===== src/rtl/serial_tx_pkg.sv =====
// serial_tx_pkg: shared constants and state encoding for serial_pattern_tx.
// Optional feature macro: SERIAL_TX_PARITY_EN (adds one even-parity bit after D0).
package serial_tx_pkg;

    localparam int unsigned DATA_W         = 8;
    localparam int unsigned CNT_W          = 4;
    localparam int unsigned FRAME_LEN_BASE = 10;
    localparam int unsigned FRAME_LEN_PAR  = 11;

`ifdef SERIAL_TX_PARITY_EN
    localparam bit PARITY_EN = 1'b1;
`else
    localparam bit PARITY_EN = 1'b0;
`endif

    localparam int unsigned FRAME_LEN = PARITY_EN ? FRAME_LEN_PAR : FRAME_LEN_BASE;

    // Bit count at which DATAB is left: frame minus start, stop and zero-based offset.
    localparam int unsigned LAST_BIT = FRAME_LEN - 3;

    typedef enum logic [1:0] {
        ST_IDLE   = 2'b00,
        ST_STARTB = 2'b01,
        ST_DATAB  = 2'b11,
        ST_STOPB  = 2'b10
    } state_e;

endpackage


===== src/rtl/serial_pattern_tx_if.sv =====
// serial_pattern_tx_if: frame request / serial line bundle.
//   START, DATA          : requester -> transmitter
//   READY, X, DONE,
//   CurrentState         : transmitter -> downstream / requester
interface serial_pattern_tx_if;
    import serial_tx_pkg::*;

    logic              START;
    logic [DATA_W-1:0] DATA;
    logic              READY;
    logic              X;
    logic              DONE;
    logic [1:0]        CurrentState;

    modport master (
        output START, DATA,
        input  READY, X, DONE, CurrentState
    );

    modport slave (
        input  START, DATA,
        output READY, X, DONE, CurrentState
    );

endinterface


===== src/rtl/serial_pattern_tx_shifter.sv =====
// tx_shifter: payload shift register, data-bit counter and parity accumulator.
//   clk, rst_n   : clock, async active-low reset
//   load_i       : capture data_i, clear counter and parity
//   shift_i      : shift left one bit, count it, fold outgoing MSB into parity
//   data_i       : payload
//   cur_bit_o    : current MSB of the shift register
//   nxt_bit_o    : bit that becomes MSB after the next shift
//   par_o        : XOR of all bits shifted out so far in this frame
//   cnt_o        : number of shifts since load
module tx_shifter
    import serial_tx_pkg::*;
(
    input  logic             clk,
    input  logic             rst_n,
    input  logic             load_i,
    input  logic             shift_i,
    input  logic [DATA_W-1:0] data_i,
    output logic             cur_bit_o,
    output logic             nxt_bit_o,
    output logic             par_o,
    output logic [CNT_W-1:0] cnt_o
);

    logic [DATA_W-1:0] shift_q, shift_d;
    logic [CNT_W-1:0]  cnt_q, cnt_d;
    logic              par_q, par_d;

    // Next-state: load has priority over shift.
    always_comb begin
        shift_d = shift_q;
        cnt_d   = cnt_q;
        par_d   = par_q;
        if (load_i) begin
            shift_d = data_i;
            cnt_d   = '0;
            par_d   = 1'b0;
        end else if (shift_i) begin
            shift_d = {shift_q[DATA_W-2:0], 1'b0};
            cnt_d   = cnt_q + CNT_W'(1);
            par_d   = par_q ^ shift_q[DATA_W-1];
        end
    end

    always_ff @(posedge clk or negedge rst_n) begin
        if (!rst_n) begin
            shift_q <= '0;
            cnt_q   <= '0;
            par_q   <= 1'b0;
        end else begin
            shift_q <= shift_d;
            cnt_q   <= cnt_d;
            par_q   <= par_d;
        end
    end

    assign cur_bit_o = shift_q[DATA_W-1];
    assign nxt_bit_o = shift_q[DATA_W-2];
    assign par_o     = par_q;
    assign cnt_o     = cnt_q;

endmodule


===== src/rtl/serial_pattern_tx.sv =====
// serial_pattern_tx: frames an 8-bit payload onto serial line X as
//   start(1) D7..D0 [parity] stop(0), followed by at least one IDLE cycle (X=0).
// Optional feature macro: SERIAL_TX_PARITY_EN (even parity bit after D0).
//   CLOCK        : sole clock
//   RESET        : async active-low reset
//   bus (slave)  : START/DATA request in; READY, X, DONE, CurrentState out
// X, READY and DONE are flops loaded from the next-state decode, so they
// always agree with CurrentState and have no combinational input path.
module serial_pattern_tx
    import serial_tx_pkg::*;
(
    input  logic         CLOCK,
    input  logic         RESET,
    serial_pattern_tx_if.slave bus
);

    state_e           state_q, state_d;
    logic             x_q, x_d;
    logic             ready_q, ready_d;
    logic             done_q, done_d;
    logic             load_c;
    logic             shift_c;
    logic             cur_bit;
    logic             nxt_bit;
    logic             par_acc;
    logic [CNT_W-1:0] bit_cnt;

    tx_shifter u_shifter (
        .clk       (CLOCK),
        .rst_n     (RESET),
        .load_i    (load_c),
        .shift_i   (shift_c),
        .data_i    (bus.DATA),
        .cur_bit_o (cur_bit),
        .nxt_bit_o (nxt_bit),
        .par_o     (par_acc),
        .cnt_o     (bit_cnt)
    );

    // Next state plus the value each output takes in that next state.
    always_comb begin
        state_d = state_q;
        x_d     = 1'b0;
        done_d  = 1'b0;
        load_c  = 1'b0;
        shift_c = 1'b0;
        case (state_q)
            ST_IDLE: begin
                if (bus.START) begin
                    state_d = ST_STARTB;
                    load_c  = 1'b1;
                    x_d     = 1'b1;
                end
            end
            ST_STARTB: begin
                state_d = ST_DATAB;
                x_d     = cur_bit;
            end
            ST_DATAB: begin
                shift_c = 1'b1;
                if (bit_cnt == CNT_W'(LAST_BIT)) begin
                    state_d = ST_STOPB;
                    done_d  = 1'b1;
                end else if (bit_cnt == CNT_W'(DATA_W - 1)) begin
                    // Only reachable with parity: D0 is on the line, parity follows.
                    x_d = par_acc ^ cur_bit;
                end else begin
                    x_d = nxt_bit;
                end
            end
            ST_STOPB: begin
                state_d = ST_IDLE;
            end
            default: begin
                state_d = ST_IDLE;
            end
        endcase
        ready_d = (state_d == ST_IDLE);
    end

    always_ff @(posedge CLOCK or negedge RESET) begin
        if (!RESET) begin
            state_q <= ST_IDLE;
            x_q     <= 1'b0;
            ready_q <= 1'b1;
            done_q  <= 1'b0;
        end else begin
            state_q <= state_d;
            x_q     <= x_d;
            ready_q <= ready_d;
            done_q  <= done_d;
        end
    end

    assign bus.X            = x_q;
    assign bus.READY        = ready_q;
    assign bus.DONE         = done_q;
    assign bus.CurrentState = state_q;

endmodule


===== src/flat_wrapper.sv =====
// flat-port wrapper written by rule: the top's interface ports become plain ports
module serial_pattern_tx_flat import serial_tx_pkg::*;
  (CLOCK, RESET, bus_START, bus_DATA, bus_READY, bus_X, bus_DONE, bus_CurrentState);
  serial_pattern_tx_if bus_i ();
  input  logic CLOCK;
  input  logic RESET;
  input wire logic [$bits(bus_i.START)-1:0] bus_START;
  input wire logic [$bits(bus_i.DATA)-1:0] bus_DATA;
  output wire logic [$bits(bus_i.READY)-1:0] bus_READY;
  output wire logic [$bits(bus_i.X)-1:0] bus_X;
  output wire logic [$bits(bus_i.DONE)-1:0] bus_DONE;
  output wire logic [$bits(bus_i.CurrentState)-1:0] bus_CurrentState;
  assign bus_i.START = bus_START;
  assign bus_i.DATA = bus_DATA;
  assign bus_READY = bus_i.READY;
  assign bus_X = bus_i.X;
  assign bus_DONE = bus_i.DONE;
  assign bus_CurrentState = bus_i.CurrentState;
  serial_pattern_tx u_core (.CLOCK(CLOCK), .RESET(RESET), .bus(bus_i));
endmodule

===== config.mk =====
export PLATFORM = sky130hd
export DESIGN_NAME = serial_pattern_tx_flat
export DESIGN_NICKNAME = d
export VERILOG_FILES = /design/src/rtl/serial_tx_pkg.sv /design/src/rtl/serial_pattern_tx_if.sv /design/src/rtl/serial_pattern_tx_shifter.sv /design/src/rtl/serial_pattern_tx.sv /design/src/flat_wrapper.sv
export SDC_FILE = /design/constraint.sdc
export NUM_CORES = 1
export LEC_CHECK = 0
export BUFFER_PORTS_ARGS = -buffer_cell sky130_fd_sc_hd__buf_2
export CORE_AREA = 2 2 63 65
export CTS_BUF_LIST = sky130_fd_sc_hd__clkbuf_16
export DETAILED_ROUTE_END_ITERATION = 8
export DIE_AREA = 0 0 65 67
export PLACE_DENSITY = 0.47
export SLEW_MARGIN = 20
export SYNTH_ARGS = -nofsm -noshare
export SYNTH_HDL_FRONTEND = slang
export SYNTH_SLANG_ARGS = --single-unit

===== constraint.sdc =====
create_clock -name CLOCK -period 2.4 [get_ports CLOCK]
set_clock_uncertainty 0.15 [all_clocks]
set_input_delay 0.24 -clock CLOCK [delete_from_list [all_inputs] [get_ports CLOCK]]
set_output_delay 0.24 -clock CLOCK [all_outputs]
set_load 0.005 [all_outputs]

Yosys cells after proc, flatten, opt, wreduce, memory -nomap -nowiden
Index checks and enable logic that the tools add are counted.
{ "classes": {"n_reduce_logical": 3, "eq_ne": 4, "addsub": 1, "mux": 14} }
{ "ops": {"columns": ["operator", "count"], "rows": [
  ["$mux 8", 2],
  ["$mux 4", 2],
  ["$pmux 2 s4", 1],
  ["$mux 1", 6],
  ["$add 4x1->4 const B", 1],
  ["$eq 2x2->1 const B", 2],
  ["$eq 4x3->1 const B", 1],
  ["$logic_not 2->1", 2],
  ["$mux 2", 2],
  ["$pmux 1 s3", 1],
  ["$eq 2x1->1 const B", 1],
  ["$reduce_bool 2->1", 1]
]} }
{ "word_totals": {"elab_cells": 28, "output_inout_bits": 5, "input_bits": 11, "register_bits": 17} }

Logic depth before layout (Yosys ltp)
Gate-level depths: netlist of the first run.
{ "depth": {"word_depth": 4, "ltp_mapped": 5, "ltp_nobuf": 4} }

Cells and area by module
From an unflattened synthesis of the first run, not the netlist that was laid out.
{ "unflattened": {"cells_unflattened": 75, "hier_area_um2": 829.5} }
{ "modules_own_cells": {"columns": ["module", "instances", "cells_each", "area_each_um2", "seq_area_each_um2"], "rows": [
  ["tx_shifter", 1, 56, 631.9, 325.3],
  ["serial_pattern_tx", 1, 19, 197.7, 126.4]
]} }

Worst setup path after synthesis of the first run
Ideal clock, no wire load.
{ "synth_path": {"path_type": "reg-to-reg", "from": "register u_core.state_q[1], in the netlist u_core.bus.CurrentState[1]", "to": "register u_core.u_shifter.shift_q[6]", "arrival_ns": 1.037, "n_path_buf": 2, "path_slack_ns": 1.090, "period_less_slack_ns": 1.310, "required_ns": 2.127, "stages_incl_launch_ff": 6, "setup_time_ns": 0.123, "path_cell_list": "dfrtp_1 > buf_6 > buf_12 > mux2_4 > nand2_1 > o21ai_1"} }
{ "synth_between": {"elab_chain_cells": 3, "elab_cells_between_ends": 6, "cone_classes": "eq/ne: 1; mux: 3; reduce/logical: 2"} }
{ "synth_rtl": {"columns": ["element", "line_no", "source"], "rows": [
  ["from (decl)", "serial_pattern_tx.sv:17", "state_e state_q, state_d;"],
  ["from (signal assigned)", "serial_pattern_tx.sv:88", "state_q <= state_d;"],
  ["$eq 2x2->1 / $logic_not 2->1 (equally long branches)", "serial_pattern_tx.sv:47", "case (state_q)"],
  ["$mux 1", "serial_pattern_tx.sv:47", null],
  ["$reduce_bool 2->1 (no line) / $mux 8 (equally long branches)", null, null],
  ["to (signal assigned)", "serial_pattern_tx_shifter.sv:50", "shift_q <= shift_d;"],
  ["to (decl)", "serial_pattern_tx_shifter.sv:24", "logic [DATA_W-1:0] shift_q, shift_d;"]
]} }
Parallel ways exist; a longest one is shown, timed or not.
A chain may end at the register's enable or synchronous reset.

Worst setup path in the final report of the first run
{ "layout_path": {"from": "register u_core.state_q[1], in the netlist u_core.bus.CurrentState[1]", "to": "output bus_CurrentState[1]"} }
{ "layout_rtl": {"columns": ["element", "line_no", "source"], "rows": [
  ["to (decl)", "flat_wrapper.sv:12", "output wire logic [$bits(bus_i.CurrentState)-1:0] bus_CurrentState;"]
]} }
No word-level cell between the ends.

==> results by group, run 1 <==
Setup path
  • Critical Path AT: 1.26 ns
  • WP data required: 2.01 ns
  • CP endpoint kind: primary output
  • Crit path max fanout: 19
  • Critical path's largest stage delay: 0.78 ns
  • CP cell instances: buf_2
  • Setup CP Type: reg -> out
  • Worst Path Buf+Inv: 1
  • Slowest stage cell, crit path: dfrtp_1
  • Crit path max-delay family: flip-flops
  • Critical path launch point type: flop

Route
  • Drt first pass iters: 4
  • DRC viols: 0
  • Drt wl/cell: 10.7 um
  • Vias: 618
  • Total routed wirelength: 1570 um
  • Antenna Nets Post-Route: 0
  • Average vias per placed instance: 4.23
  • DRT iter0 DRCs: 20

Power and ir drop
  • Max VDD drop: 0.255 mV
  • Lkg Pwr: 0.487 nW
  • Power Density: 1220 mW/mm^2

STA
  • Setup TNS: 0 ns
  • Final Cycle Share: 68.7%
  • Final Worst Setup Slack: 0.751 ns
  • Max-slew headroom: 54.6%
  • Worst Tran Pin Value: 0.681 ns
  • Min Tclk post-route: 1.65 ns
  • Hold Violations, Final: 0
  • Achievable frequency: 607 MHz
  • RSZ-0062 raised after global routing: no
  • Final max-slew violation count: 0
  • Setup violators final: 0

Clock tree
  • Worst skew pair latency: 0.25 ns
  • Htree depth: 1
  • CTS tree: built
  • Clock tree buffer depth: 2
  • Clk slew on worst S/H paths: 0.05 ns
  • Cts repair resizes: 0
  • Num CTS Buffers: 3
  • Clock sink count: 17
  • CTS Root Cell: clkbuf_16

Layout
  • Layout area overhead: 19.1%
  • Commonest non-fill, non-tap cell in the layout: dfrtp_1
  • Commonest cells after routing, fill and taps aside: 16 x dfrtp_1, 15 x buf_2, 10 x nand2_1
  • Post-route cell area: 0.00107 sq mm
  • Final nets: 111
  • Final core utilization: 29.7%
  • Layout cells sized above 1: 31.6%
  • Final std cells w/o fill: 146
  • Diode count: 0

Logic synthesis
  • Synth top area cells: dfrtp_1 45%, mux2i_1 7.8%, mux2_2 6.3%
  • Syn Std Cell Area: 900 sq um
  • Post-synth ARST share: 100%
  • Dominant cell type by area after synthesis: dfrtp_1
  • Seq/Total Area, Yosys: 47.4%
  • Total number of yosys warnings: 0
  • Yosys top cell area share: 44.5%
  • FF+latch count, synth: 17
  • Syn avg cell area: 10.7 sq um
  • Synth cell types: 31
  • Gate Count Post-Synth: 84
  • Synth Flop Type: dfrtp_1
  • Number of flops mapped to enable cells by yosys: 0
  • Mapped Nets: 96

Floorplan
  • # rows: 22
  • I/O pin cnt: 16
  • Overall die height: 67 um
  • Initial Util: 24.9%
  • Core ar.: 0.00361 sq mm
  • Die W: 65 um
  • Die area: 0.00436 sq mm

GRT
  • GRT busiest layer: met2
  • Initial antenna violation count: 0
  • Met1 usage: 10.7%
  • Vias in the first global route: 657
  • Met3 Usage GRT: 1.35%
  • GRT met2 Usage: 13.5%
  • GRT Total Usage: 8.73%
  • First-pass GRT wire length: 2870 um
  • Total congestion overflow: 0
  • Largest net degree at the start of global routing: 26

Placed design
  • Placed inst area: 981 sq um
  • Post-DP HPWL: 1090 um
  • Placed Cells: 141
  • DP Worst Slack: 0.786 ns
  • GPL Wtd Cong: 0.690
  • Port Buffers: 15

Flow run
  • MaxCap Viol Count: 0

Run status
  • Status: complete, no violations

Hold path
  • Min-Delay Path Class: in -> reg
## metal layers
layer	vias to the layer above	part of all wire, %	routed length [um]
li1	320	-	-
met1	279	47	738
met2	14	44	695
met3	5	4.9	77
met4	0	3.7	58
met5	-	0	0
## area by class of cell
type                       instances  area, sq um
clock inverter                     1         5.00
multi-input combinational         58          404
tap                               48         60.1
clock buffer                       3         75.1
timing repair buffer              17         92.6
sequential                        17          427
inverter                           2         7.51
fill                             371         2530
## where the power goes
group          internal [W]  switching [W]  total, W
Combinational      0.000233       0.000215  0.000447
Clock              0.000223       0.000107  0.000330
Sequential         0.000407       0.000117  0.000525
Total              0.000863       0.000439   0.00130
## path summary, 6_finish.rpt
kind                                                            start                                       to  cells after the start  slack (ns)
worst max-delay path             u_core.bus.CurrentState[1]$_DFF_PN0_                      bus_CurrentState[1]                      1        0.75
min in group asynchronous                                       RESET  u_core.u_shifter.shift_q[1]$_DFFE_PN0P_                      2        0.30
worst max register to register   u_core.bus.CurrentState[1]$_DFF_PN0_  u_core.u_shifter.shift_q[2]$_DFFE_PN0P_                      3        0.79
worst min register to register  u_core.u_shifter.cnt_o[3]$_DFFE_PN0P_                u_core.bus.DONE$_DFF_PN0_                      1        0.29
worst min-delay path                                      bus_DATA[7]  u_core.u_shifter.shift_q[7]$_DFFE_PN0P_                      3         0.1
max in group asynchronous                                       RESET               u_core.bus.READY$_DFF_PN1_                      2        1.49
## Yosys cell counts, drive strengths merged (2+ instances only)
library cell   n
mux2i          7
nand4          2
nand2b         2
buf            6
a21oi          4
o21ai          8
nor2           6
a31oi          2
mux2           6
inv            2
nand2         11
dfrtp         16
## state kept, by name (all words and copies together) (netlist names)
name and cells:
u_core.bus.CurrentState 2, u_core.bus.READY 1, u_core.bus.DONE 1, u_core.u_shifter.shift_q 8
u_core.u_shifter.cnt_o 4, u_core.bus.X 1
## per-stage QoR
stage	hold WS [ns]	power (W)
final	0.0959	0.00130
after global routing	0.108	0.00143
after CTS	0.100	0.00133
after detailed placement	0.0384	0.000984
after global placement	0.0320	0.000975
after floorplan	-0.206	0.000922
## what timing repair did
item,CTS,global route
endpoints found under the hold margin,16,0
endpoints found under the setup margin,0,0
buffers inserted,0,0
hold buffers,1,0
## kinds of logic after synthesis
family / Yosys count / synth area share [%]
simple gates: 26 / 15.6
compound gates: 18 / 12.2
flops: 17 / 47.4
mux: 13 / 15.7
buf+inv: 9 / 7.65
fa+ha+maj: 1 / 1.39
No activity file was read; power rests on OpenSTA's default activity.
==> inputs of run 2 (changes only) <==
--- a/config.mk
+++ b/config.mk
@@ -10,7 +10,7 @@
 export CTS_BUF_LIST = sky130_fd_sc_hd__clkbuf_16
 export DETAILED_ROUTE_END_ITERATION = 8
 export DIE_AREA = 0 0 65 67
-export PLACE_DENSITY = 0.47
+export PLACE_DENSITY = 0.48
 export SLEW_MARGIN = 20
 export SYNTH_ARGS = -nofsm -noshare
 export SYNTH_HDL_FRONTEND = slang
==> constraint.sdc (replaced) <==
create_clock -name CLOCK -period 1.4 [get_ports CLOCK]
set_clock_uncertainty 0.15 [all_clocks]
set_input_delay 0.14 -clock CLOCK [delete_from_list [all_inputs] [get_ports CLOCK]]
set_output_delay 0.14 -clock CLOCK [all_outputs]
set_load 0.005 [all_outputs]
==> run 2 against run 1 <==
  * Wire length rose by 4.2%
  * Utilization is 1.0 points higher
  * Design area increased by 3.4%
  * Via count increased by 2.9%
  * Global-route usage decreased by 0.15 points
  * Register-to-register slack got worse by 0.70 ns
  * Clock power up 73%
  * Non-clock buffer count is 4 higher
  * Count of clock-buffer cells in the layout stayed put
  * Critical path depth rose by 2
  * Critical path type is now reg -> reg
  * Largest power group is now combinational logic
==> results by group, run 2 (synthesis gave the netlist of run 1 again) <==
Setup path
  • CP endpoint kind: flop (was primary output)
  • Worst r2r src: u_core.bus.CurrentState[1]$_DFF_PN0_ (unchanged)
  • RR Endpoint: u_core.u_shifter.shift_q[2]$_DFFE_PN0P_ (unchanged)
  • Setup CP Type: reg -> reg (was reg -> out)
  • Critical path's largest stage delay: 0.42 ns (was 0.78 ns)
  • WP data required: 1.38 ns (was 2.01 ns)
  • Crit path max fanout: 8 (was 19)
  • Worst Reg2Reg Path Length in Cells: 3 (unchanged)
  • Critical Path AT: 1.29 ns (was 1.26 ns)
  • CP cell instances: nor2b_4, mux2i_1, o21ai_1 (was buf_2)
  • Critical path launch point type: flop (unchanged)
  • Slowest stage cell, crit path: dfrtp_1 (unchanged)
  • Worst Path Buf+Inv: 0 (was 1)
  • R2r setup slk: 0.09 ns (was 0.79 ns)
  • Crit path max-delay family: flip-flops (unchanged)

Clock tree
  • Clock sink count: 17 (unchanged)
  • Worst skew pair latency: 0.25 ns (about the same)
  • CTS Root Cell: clkbuf_16 (unchanged)
  • Clk slew on worst S/H paths: 0.05 ns (about the same)
  • Htree depth: 1 (unchanged)
  • CTS tree: built (unchanged)
  • Clock tree buffer depth: 2 (unchanged)
  • Num CTS Buffers: 3 (unchanged)
  • Post-CTS setup buffers: 0 (unchanged)

Placed design
  • GPL Wtd Cong: 0.782 (was 0.690)
  • Placed inst area: 0.00101 sq mm (was 981 sq um)
  • Port Buffers: 15 (unchanged)
  • DP Worst Slack: 0.0761 ns (was 0.786 ns)
  • Post-DP HPWL: 1180 um (was 1090 um)

Floorplan
  • # rows: 22 (unchanged)
  • I/O pin cnt: 16 (unchanged)
  • Overall die height: 67 um (unchanged)
  • Die W: 65 um (unchanged)
  • Die area: 0.00436 sq mm (unchanged)
  • Core ar.: 0.00361 sq mm (unchanged)
  • Initial Util: 24.9% (unchanged)

STA
  • Achievable frequency: 763 MHz
  • RSZ-0062 raised after global routing: no (unchanged)
  • Final Cycle Share: 93.7%
  • Min Tclk post-route: 1.31 ns
  • Hold Violations, Final: 0 (unchanged)
  • Setup TNS: 0 ns (unchanged)
  • Worst Tran Pin Value: 0.386 ns (was 0.681 ns)
  • Max-slew headroom: 74.2% (was 54.6%)
  • Setup violators final: 0 (unchanged)
  • Final max-slew violation count: 0 (unchanged)
  • Final Worst Setup Slack: 0.0886 ns (was 0.751 ns)

Flow run
  • MaxCap Viol Count: 0 (unchanged)

Route
  • Total routed wirelength: 1640 um (was 1570 um)
  • Antenna Nets Post-Route: 0 (unchanged)
  • DRC viols: 0 (unchanged)
  • DRT iter0 DRCs: 40 (was 20)
  • Vias: 636 (was 618)
  • Drt first pass iters: 4 (unchanged)
  • Average vias per placed instance: 4.24 (was 4.23)
  • Drt wl/cell: 10.9 um (was 10.7 um)

Layout
  • Largest register FFs: 8 (unchanged)
  • Layout area overhead: 23.1% (was 19.1%)
  • Commonest non-fill, non-tap cell in the layout: dfrtp_1 (unchanged)
  • Commonest cells after routing, fill and taps aside: 16 x dfrtp_1, 15 x buf_2, 10 x nand2_1 (unchanged)
  • Diode count: 0 (unchanged)
  • Final nets: 115 (was 111)
  • Biggest register: u_core.u_shifter.shift_q (unchanged)
  • Post-route cell area: 0.00111 sq mm (was 0.00107 sq mm)
  • Layout cells sized above 1: 35.3% (was 31.6%)

Power and ir drop
  • Power Density: 2110 mW/mm^2 (was 1220 mW/mm^2)
  • Lkg Pwr: 0.507 nW (was 0.487 nW)
  • Max VDD drop: 0.480 mV (was 0.255 mV)

Hold path
  • Min-Delay Path Class: in -> reg (unchanged)
  • Hold Path Stages: 3 (unchanged)
  • Hold_sp: bus_DATA[7] (unchanged)
  • Hold Path End: u_core.u_shifter.shift_q[7]$_DFFE_PN0P_ (unchanged)

GRT
  • Largest net degree at the start of global routing: 18 (was 26)
  • GRT Total Usage: 8.59% (was 8.73%)
  • Total congestion overflow: 0 (unchanged)
  • Initial antenna violation count: 0 (unchanged)
  • Vias in the first global route: 617 (was 657)
  • First-pass GRT wire length: 2760 um (was 2870 um)

Run status
  • Status: complete, no violations (unchanged)
[run 2: cell count changes in the layout (fill, tap and decap cells not counted), sizes merged]
| cell | change |
|---|---|
| buf | +4 |
[run 2: how the worst max path moves through the flow]
stage                                         start                                       to  slack, ns  cells past startpoint
2_1_floorplan  u_core.bus.CurrentState[1]$_DFF_PN0_  u_core.u_shifter.shift_q[6]$_DFFE_PN0P_       0.09                      5
3_3_place_gp   u_core.bus.CurrentState[1]$_DFF_PN0_  u_core.u_shifter.shift_q[7]$_DFFE_PN0P_       0.09                      4
3_5_place_dp   u_core.bus.CurrentState[1]$_DFF_PN0_  u_core.u_shifter.shift_q[2]$_DFFE_PN0P_       0.08                      4
4_1_cts        u_core.bus.CurrentState[1]$_DFF_PN0_  u_core.u_shifter.shift_q[2]$_DFFE_PN0P_       0.06                      4
5_1_grt        u_core.bus.CurrentState[1]$_DFF_PN0_  u_core.u_shifter.shift_q[1]$_DFFE_PN0P_      0.006                      3
6_report       u_core.bus.CurrentState[1]$_DFF_PN0_  u_core.u_shifter.shift_q[2]$_DFFE_PN0P_       0.09                      3
[run 2: layer usage]
metal  vias to the layer above  part of all wire (%)  global-route usage, %
li1                        331                     -                      -
met1                       288                    48                   9.62
met2                        13                    45                   13.8
met3                         4                   4.4                   2.03
met4                         0                   2.7                   7.18
met5                         -                     0                      0
[run 2: area by class of cell]
cell class,count,area (sq um)
sequential,17,427
tap,48,60.1
timing repair buffer,21,126
multi-input combinational,58,407
clock buffer,3,75.1
inverter,2,7.51
clock inverter,1,5.00
fill,386,2500
[run 2: where the power goes]
| part | total (W) | switching, W | internal (W) |
|---|---|---|---|
| Clock | 0.000571 | 0.000188 | 0.000382 |
| Sequential | 0.000865 | 0.000166 | 0.000699 |
| Combinational | 0.000897 | 0.000434 | 0.000463 |
[run 2: timing repair]
item | CTS | global route
gates resized for setup | 0 | 2
hold buffers | 1 | 0
setup endpoints to repair | 0 | 4
hold endpoints to repair | 17 | 0
[run 2: through the flow]
stage | instances | total power, W | hold slack [ns] | utilization, %
2_1_floorplan | 84 | 0.00158 | -0.306 | -
3_3_place_gp | 145 | 0.00175 | -0.0662 | 28.0
3_5_place_dp | 145 | 0.00176 | -0.0622 | 28.0
4_1_cts | 150 | 0.00235 | 0.0117 | 30.5
5_1_grt | 150 | 0.00252 | 0.0221 | 30.7
6_report | 150 | 0.00233 | 0.00819 | 30.7
[run 2: tightest hold or removal path: stages]
cell	delay, ns
buf_2	0.10
nand2_1	0.06
a31oi_1	0.08
